<file path="src/rtl/traffic_pkg.sv">
// Shared types and constants for the intersection phase arbiter.
package traffic_pkg;

  localparam logic [1:0] LIGHT_RED    = 2'b00;
  localparam logic [1:0] LIGHT_GREEN  = 2'b01;
  localparam logic [1:0] LIGHT_YELLOW = 2'b10;

  localparam logic [1:0] NS = 2'd0;
  localparam logic [1:0] EW = 2'd1;
  localparam logic [1:0] SN = 2'd2;
  localparam logic [1:0] WE = 2'd3;

  typedef enum logic [1:0] {
    IDLE   = 2'd0,
    GREEN  = 2'd1,
    YELLOW = 2'd2,
    ALLRED = 2'd3
  } phase_e;

endpackage

</file>
<file path="src/rtl/traffic_phase_arbiter_rr_pick4.sv">
// Four-way round-robin picker: first set bit in order cur+1, cur+2, cur+3, cur.
module rr_pick4 (
  input  logic [3:0] pending_i,
  input  logic [1:0] cur_i,
  output logic       valid_o,
  output logic [1:0] sel_o
);

  logic [1:0] idx;

  // Walk from the farthest offset down so the nearest candidate wins.
  always_comb begin
    valid_o = 1'b0;
    sel_o   = cur_i;
    idx     = cur_i;
    for (int i = 4; i >= 1; i--) begin
      idx = cur_i + 2'(i);
      if (pending_i[idx]) begin
        valid_o = 1'b1;
        sel_o   = idx;
      end
    end
  end

endmodule

</file>
<file path="src/rtl/traffic_phase_arbiter.sv">
// Demand-actuated round-robin green scheduler with yellow and all-red clearance.
module traffic_phase_arbiter
  import traffic_pkg::*;
#(
  parameter int GREEN_MIN   = 4,
  parameter int GREEN_MAX   = 10,
  parameter int YELLOW_TIME = 3,
  parameter int ALLRED_TIME = 1,
  parameter int TW          = 5
) (
  input  logic       clk,
  input  logic       rst_n,
  input  logic [3:0] req_i,
  output logic [1:0] ns_light_o,
  output logic [1:0] ew_light_o,
  output logic [1:0] sn_light_o,
  output logic [1:0] we_light_o,
  output logic [3:0] grant_o,
  output logic [3:0] pending_o,
  output logic       busy_o
);

  phase_e          state_q;
  logic [1:0]      cur_q;
  logic [TW-1:0]   cnt_q;
  logic [3:0]      pend_q, pend_d;
  logic [3:0]      cur_onehot, clr, other, pick_src;
  logic            pick_valid;
  logic [1:0]      pick_sel;
  logic [1:0]      light [4];

  assign cur_onehot = 4'b0001 << cur_q;
  assign clr        = (state_q == GREEN) ? cur_onehot : 4'b0000;
  assign pend_d     = (pend_q | req_i) & ~clr;
  assign other      = pend_q & ~cur_onehot;
  // Requests sampled on the all-red exit edge still compete for the next green.
  assign pick_src   = (state_q == ALLRED) ? (pend_q | req_i) : pend_q;

  rr_pick4 u_pick (
    .pending_i (pick_src),
    .cur_i     (cur_q),
    .valid_o   (pick_valid),
    .sel_o     (pick_sel)
  );

  always_ff @(posedge clk or negedge rst_n) begin
    if (!rst_n) begin
      state_q <= IDLE;
      cur_q   <= WE;
      cnt_q   <= '0;
      pend_q  <= '0;
    end else begin
      pend_q <= pend_d;
      case (state_q)
        IDLE: begin
          if (pick_valid) begin
            state_q <= GREEN;
            cur_q   <= pick_sel;
            cnt_q   <= '0;
          end
        end
        GREEN: begin
          if ((other != 4'b0000) &&
              ((cnt_q >= TW'(GREEN_MIN - 1)) || (cnt_q >= TW'(GREEN_MAX - 1)))) begin
            state_q <= YELLOW;
            cnt_q   <= '0;
          end else if (cnt_q != '1) begin
            cnt_q <= cnt_q + 1'b1;
          end
        end
        YELLOW: begin
          if (cnt_q == TW'(YELLOW_TIME - 1)) begin
            state_q <= ALLRED;
            cnt_q   <= '0;
          end else begin
            cnt_q <= cnt_q + 1'b1;
          end
        end
        ALLRED: begin
          if (cnt_q == TW'(ALLRED_TIME - 1)) begin
            cnt_q <= '0;
            if (pick_valid) begin
              state_q <= GREEN;
              cur_q   <= pick_sel;
            end else begin
              state_q <= IDLE;
            end
          end else begin
            cnt_q <= cnt_q + 1'b1;
          end
        end
        default: state_q <= IDLE;
      endcase
    end
  end

  always_comb begin
    for (int i = 0; i < 4; i++) light[i] = LIGHT_RED;
    if (state_q == GREEN)  light[cur_q] = LIGHT_GREEN;
    if (state_q == YELLOW) light[cur_q] = LIGHT_YELLOW;
  end

  assign ns_light_o = light[NS];
  assign ew_light_o = light[EW];
  assign sn_light_o = light[SN];
  assign we_light_o = light[WE];
  assign grant_o    = ((state_q == GREEN) || (state_q == YELLOW)) ? cur_onehot : 4'b0000;
  assign pending_o  = pend_q;
  assign busy_o     = (state_q != IDLE);

endmodule

</file>
<file path="config.mk">
export PLATFORM = sky130hd
export DESIGN_NAME = traffic_phase_arbiter
export DESIGN_NICKNAME = d
export VERILOG_FILES = /design/src/rtl/traffic_pkg.sv /design/src/rtl/traffic_phase_arbiter_rr_pick4.sv /design/src/rtl/traffic_phase_arbiter.sv
export SDC_FILE = /design/constraint.sdc
export NUM_CORES = 1
export LEC_CHECK = 0
export CORE_ASPECT_RATIO = 1.75
export CORE_MARGIN = 10
export CORE_UTILIZATION = 51
export CTS_CLUSTER_DIAMETER = 80
export DETAILED_ROUTE_END_ITERATION = 16
export PLACE_DENSITY = 0.79
export SYNTH_ARGS = -nofsm -noshare
export SYNTH_HDL_FRONTEND = slang
export SYNTH_SLANG_ARGS = --single-unit
</file>
<file path="constraint.sdc">
create_clock -name clk -period 3 [get_ports clk]
set_clock_uncertainty 0.15 [all_clocks]
set_input_delay 0.45 -clock clk [delete_from_list [all_inputs] [get_ports clk]]
set_output_delay 0.45 -clock clk [all_outputs]
set_load 0.02 [all_outputs]
</file>
==> impl_metrics.py <==
metrics = {
    "logic_synthesis": {
        "synth_seq_cells": 13,
        "synth_nets": 142,
        "ys_seq_area_frac": 0.283,
        "netlist_instances": 123,
        "synth_cell_types": 39,
        "synth_warnings": 0,
        "synth_area_per_cell_um2": 9.42,
        "syn-cell-area_um2": 1160,
    },
    "cts": {
        "cts-root-buf": "clkbuf_4",
        "clk_latency_ns": 0.27,
        "cts.sink_count": 13,
        "cts-htree-levels": 1,
        "cts_tree": "done",
        "cts_hold_buf": 0,
        "clk_path_buf_depth": 2,
        "path_clk_slew_ns": 0.07,
        "cts-buffers-inserted": 3,
        "cts_resized": 0,
        "post_cts_buffers": 0,
    },
    "route": {
        "wl_met3_um": 172,
        "vias": 1025,
        "vias_per_cell": 5.96,
        "wl_mm": 2.90,
        "route.met2.wl_mm": 1.57,
        "topRoutingLayerUsed": "met4",
        "dr.pass1.iters": 4,
        "wl_per_cell_um": 16.8,
        "drt_iter0_drc": 33,
        "route.detailed.drc": 0,
        "wl_met1_mm": 1.05,
        "ant_nets": 0,
    },
    "setup_path": {
        "path_cells": "inv_1 > ha_1 > nor2b_1 > and2_1 > clkdlybuf4s50_1",
        "slowest_delay_ns": 0.60,
        "worstPathRequired_ns": 2.40,
        "worstSetupEndpointType": "output port",
        "slowest_stage": "clkdlybuf4s50_1",
        "crit_type": "flip-flop to output port",
        "cp_max_fo": 7,
        "arrival_ns": 2.15,
        "crit_path_start_kind": "flip-flop",
    },
    "timing": {
        "rsz0062_at_grt": "no",
        "tns_ns": 0,
        "setup_viol": 0,
        "period_needed_ns": 2.75,
        "whs_ns": 0.389,
        "hold_viol_final": 0,
        "tightest_slew_ns": 0.578,
        "drv_slew": 0,
        "max_freq_mhz": 364,
        "max_slew_margin": 0.613,
        "post-route-period-util": 0.916,
    },
    "grt": {
        "grt_usage": 0.125,
        "grt_max_degree": 14,
        "gr-total-overflow": 0,
        "grt_pass1_vias": 1080,
        "antenna_found_initial": 0,
        "grt_pass1_wl_mm": 4.95,
    },
    "floorplanning": {
        "die_y_um": 83.1,
        "dieArea_um2": 4650,
        "initial_core_util": 0.540,
        "rows": 22,
        "core-area_um2": 2150,
        "io_pins": 23,
        "die_w_um": 56.0,
    },
    "hold_path": {
        "holdCritPathClass": "input pin to asynchronous set/reset pin",
    },
    "power": {
        "fin_total_pwr_w": 0.00162,
        "peakVddDrop_v": 0.000722,
        "leakage_nw": 0.615,
        "p_per_area_nw_per_um2": 1130,
    },
    "placement": {
        "dp_hpwl_mm": 2.42,
        "place_congestion": 0.917,
        "place_inst": 168,
        "numPortBuffers": 22,
    },
    "cells_and_area": {
        "final_net_count": 168,
        "drive_gt1_frac": 0.135,
        "final_cell_mix": "clkdlybuf4s50_1, and2_1, ha_1",
        "final_common_cell": "clkdlybuf4s50_1",
        "finalNonFillerCells": 172,
        "syn_to_final_growth_pct": 23.9,
        "n_fill_cell": 177,
        "antenna_cells": 0,
    },
    "run": {
        "cap_violations": 0,
    },
    "status": {
        "outcome": "finished clean",
    },
}
-- final timing paths --
check	startpoint	endpoint	slack, ns	depth (start not counted)
hold / removal	rst_n	cnt_q[1]	0.39	1
min in group clk	cur_q[0]	cur_q[0]	0.41	1
hold reg to reg	cur_q[0]	cur_q[0]	0.41	1
setup reg to reg	cur_q[0]	cnt_q[3]	0.43	7
setup / recovery	state_q[0]	we_light_o[0]	0.25	5
max in group asynchronous	rst_n	state_q[1]	1.93	1
-- state kept, by name, indices dropped and copies added (netlist names) --
signal	cells
state_q	2
cnt_q	5
cur_q	2
pending_o	4
-- worst max-delay path, delay by kind of cell (launching register included) --
kind	cells	cell delay (ns)
buffers and inverters	2	0.71
DFF	1	0.43
and+or+nand+nor	2	0.41
adders and majority gates	1	0.31
-- cell usage after synthesis --
library cell | instances | area, um2
a2111o_1 | 1 | 11.3
a2111oi_2 | 1 | 15.0
a2111oi_4 | 1 | 27.5
a211oi_1 | 1 | 7.51
a21o_1 | 5 | 37.5
a21oi_1 | 5 | 25.0
a21oi_2 | 1 | 8.76
a221o_1 | 1 | 10.0
a22o_1 | 2 | 17.5
a22oi_2 | 1 | 12.5
a41oi_1 | 1 | 8.76
and2_1 | 13 | 81.3
and3_2 | 1 | 7.51
clkbuf_1 | 2 | 7.51
dfrtp_1 | 11 | 275
dfstp_2 | 2 | 52.6
ha_1 | 13 | 163
inv_1 | 10 | 37.5
mux2_2 | 3 | 33.8
mux2i_1 | 2 | 20.0
mux4_2 | 2 | 45.0
nand2_1 | 3 | 11.3
nand2b_1 | 1 | 6.26
nand3_1 | 4 | 20.0
nand4_1 | 1 | 6.26
nor2_1 | 10 | 37.5
nor2b_1 | 4 | 25.0
nor3_1 | 1 | 5.00
o2111ai_1 | 1 | 8.76
o211a_1 | 1 | 10.0
o21a_1 | 2 | 15.0
o21ai_0 | 8 | 40.0
o21ai_2 | 1 | 8.76
o22a_1 | 1 | 8.76
o311ai_1 | 1 | 8.76
or2_2 | 1 | 6.26
or4_1 | 1 | 7.51
or4b_2 | 2 | 20.0
xnor2_1 | 1 | 8.76
-- power by group --
part	switching [W]	internal (W)	total [W]
Combinational	0.000612	0.000543	0.00115
Sequential	0.000101	0.000258	0.000359
Clock	0.0000546	0.0000516	0.000106
-- per-stage QoR --
step	util	worst slack [ns]	instance area (um2)
finish	0.668	0.252	1440
global route	0.668	0.0718	1440
detailed placement	0.656	0.444	1410
global placement	0.656	0.517	1410
floorplan	-	0.384	1160
CTS	0.668	0.229	1440
-- cells by family after synthesis --
kind of cell | synth area share
adder cells (fa/ha/maj) | 0.140
buffers and inverters | 0.0389
flip-flops | 0.283
multiplexers | 0.0853
XOR/XNOR | 0.00756
AO/OA/AOI/OAI | 0.243
AND/OR/NAND/NOR | 0.202
-- metal layers --
metal  global-route usage  up-vias
li1                     -      500
met1                0.112      482
met2                0.232       33
met3               0.0335       10
met4               0.0832        0
met5                    0        -
-- cell type report --
| cell class | count | area, um2 | area share |
|---|---|---|---|
| repair buffers | 23 | 228 | 0.159 |
| flip-flops and latches | 13 | 328 | 0.228 |
| multi-input cells | 98 | 786 | 0.548 |
| inverters | 10 | 37.5 | 0.0262 |
| well taps | 24 | 30.0 | 0.0209 |
| clock buffers | 4 | 26.3 | 0.0183 |
(Power assumes the default switching activity.)
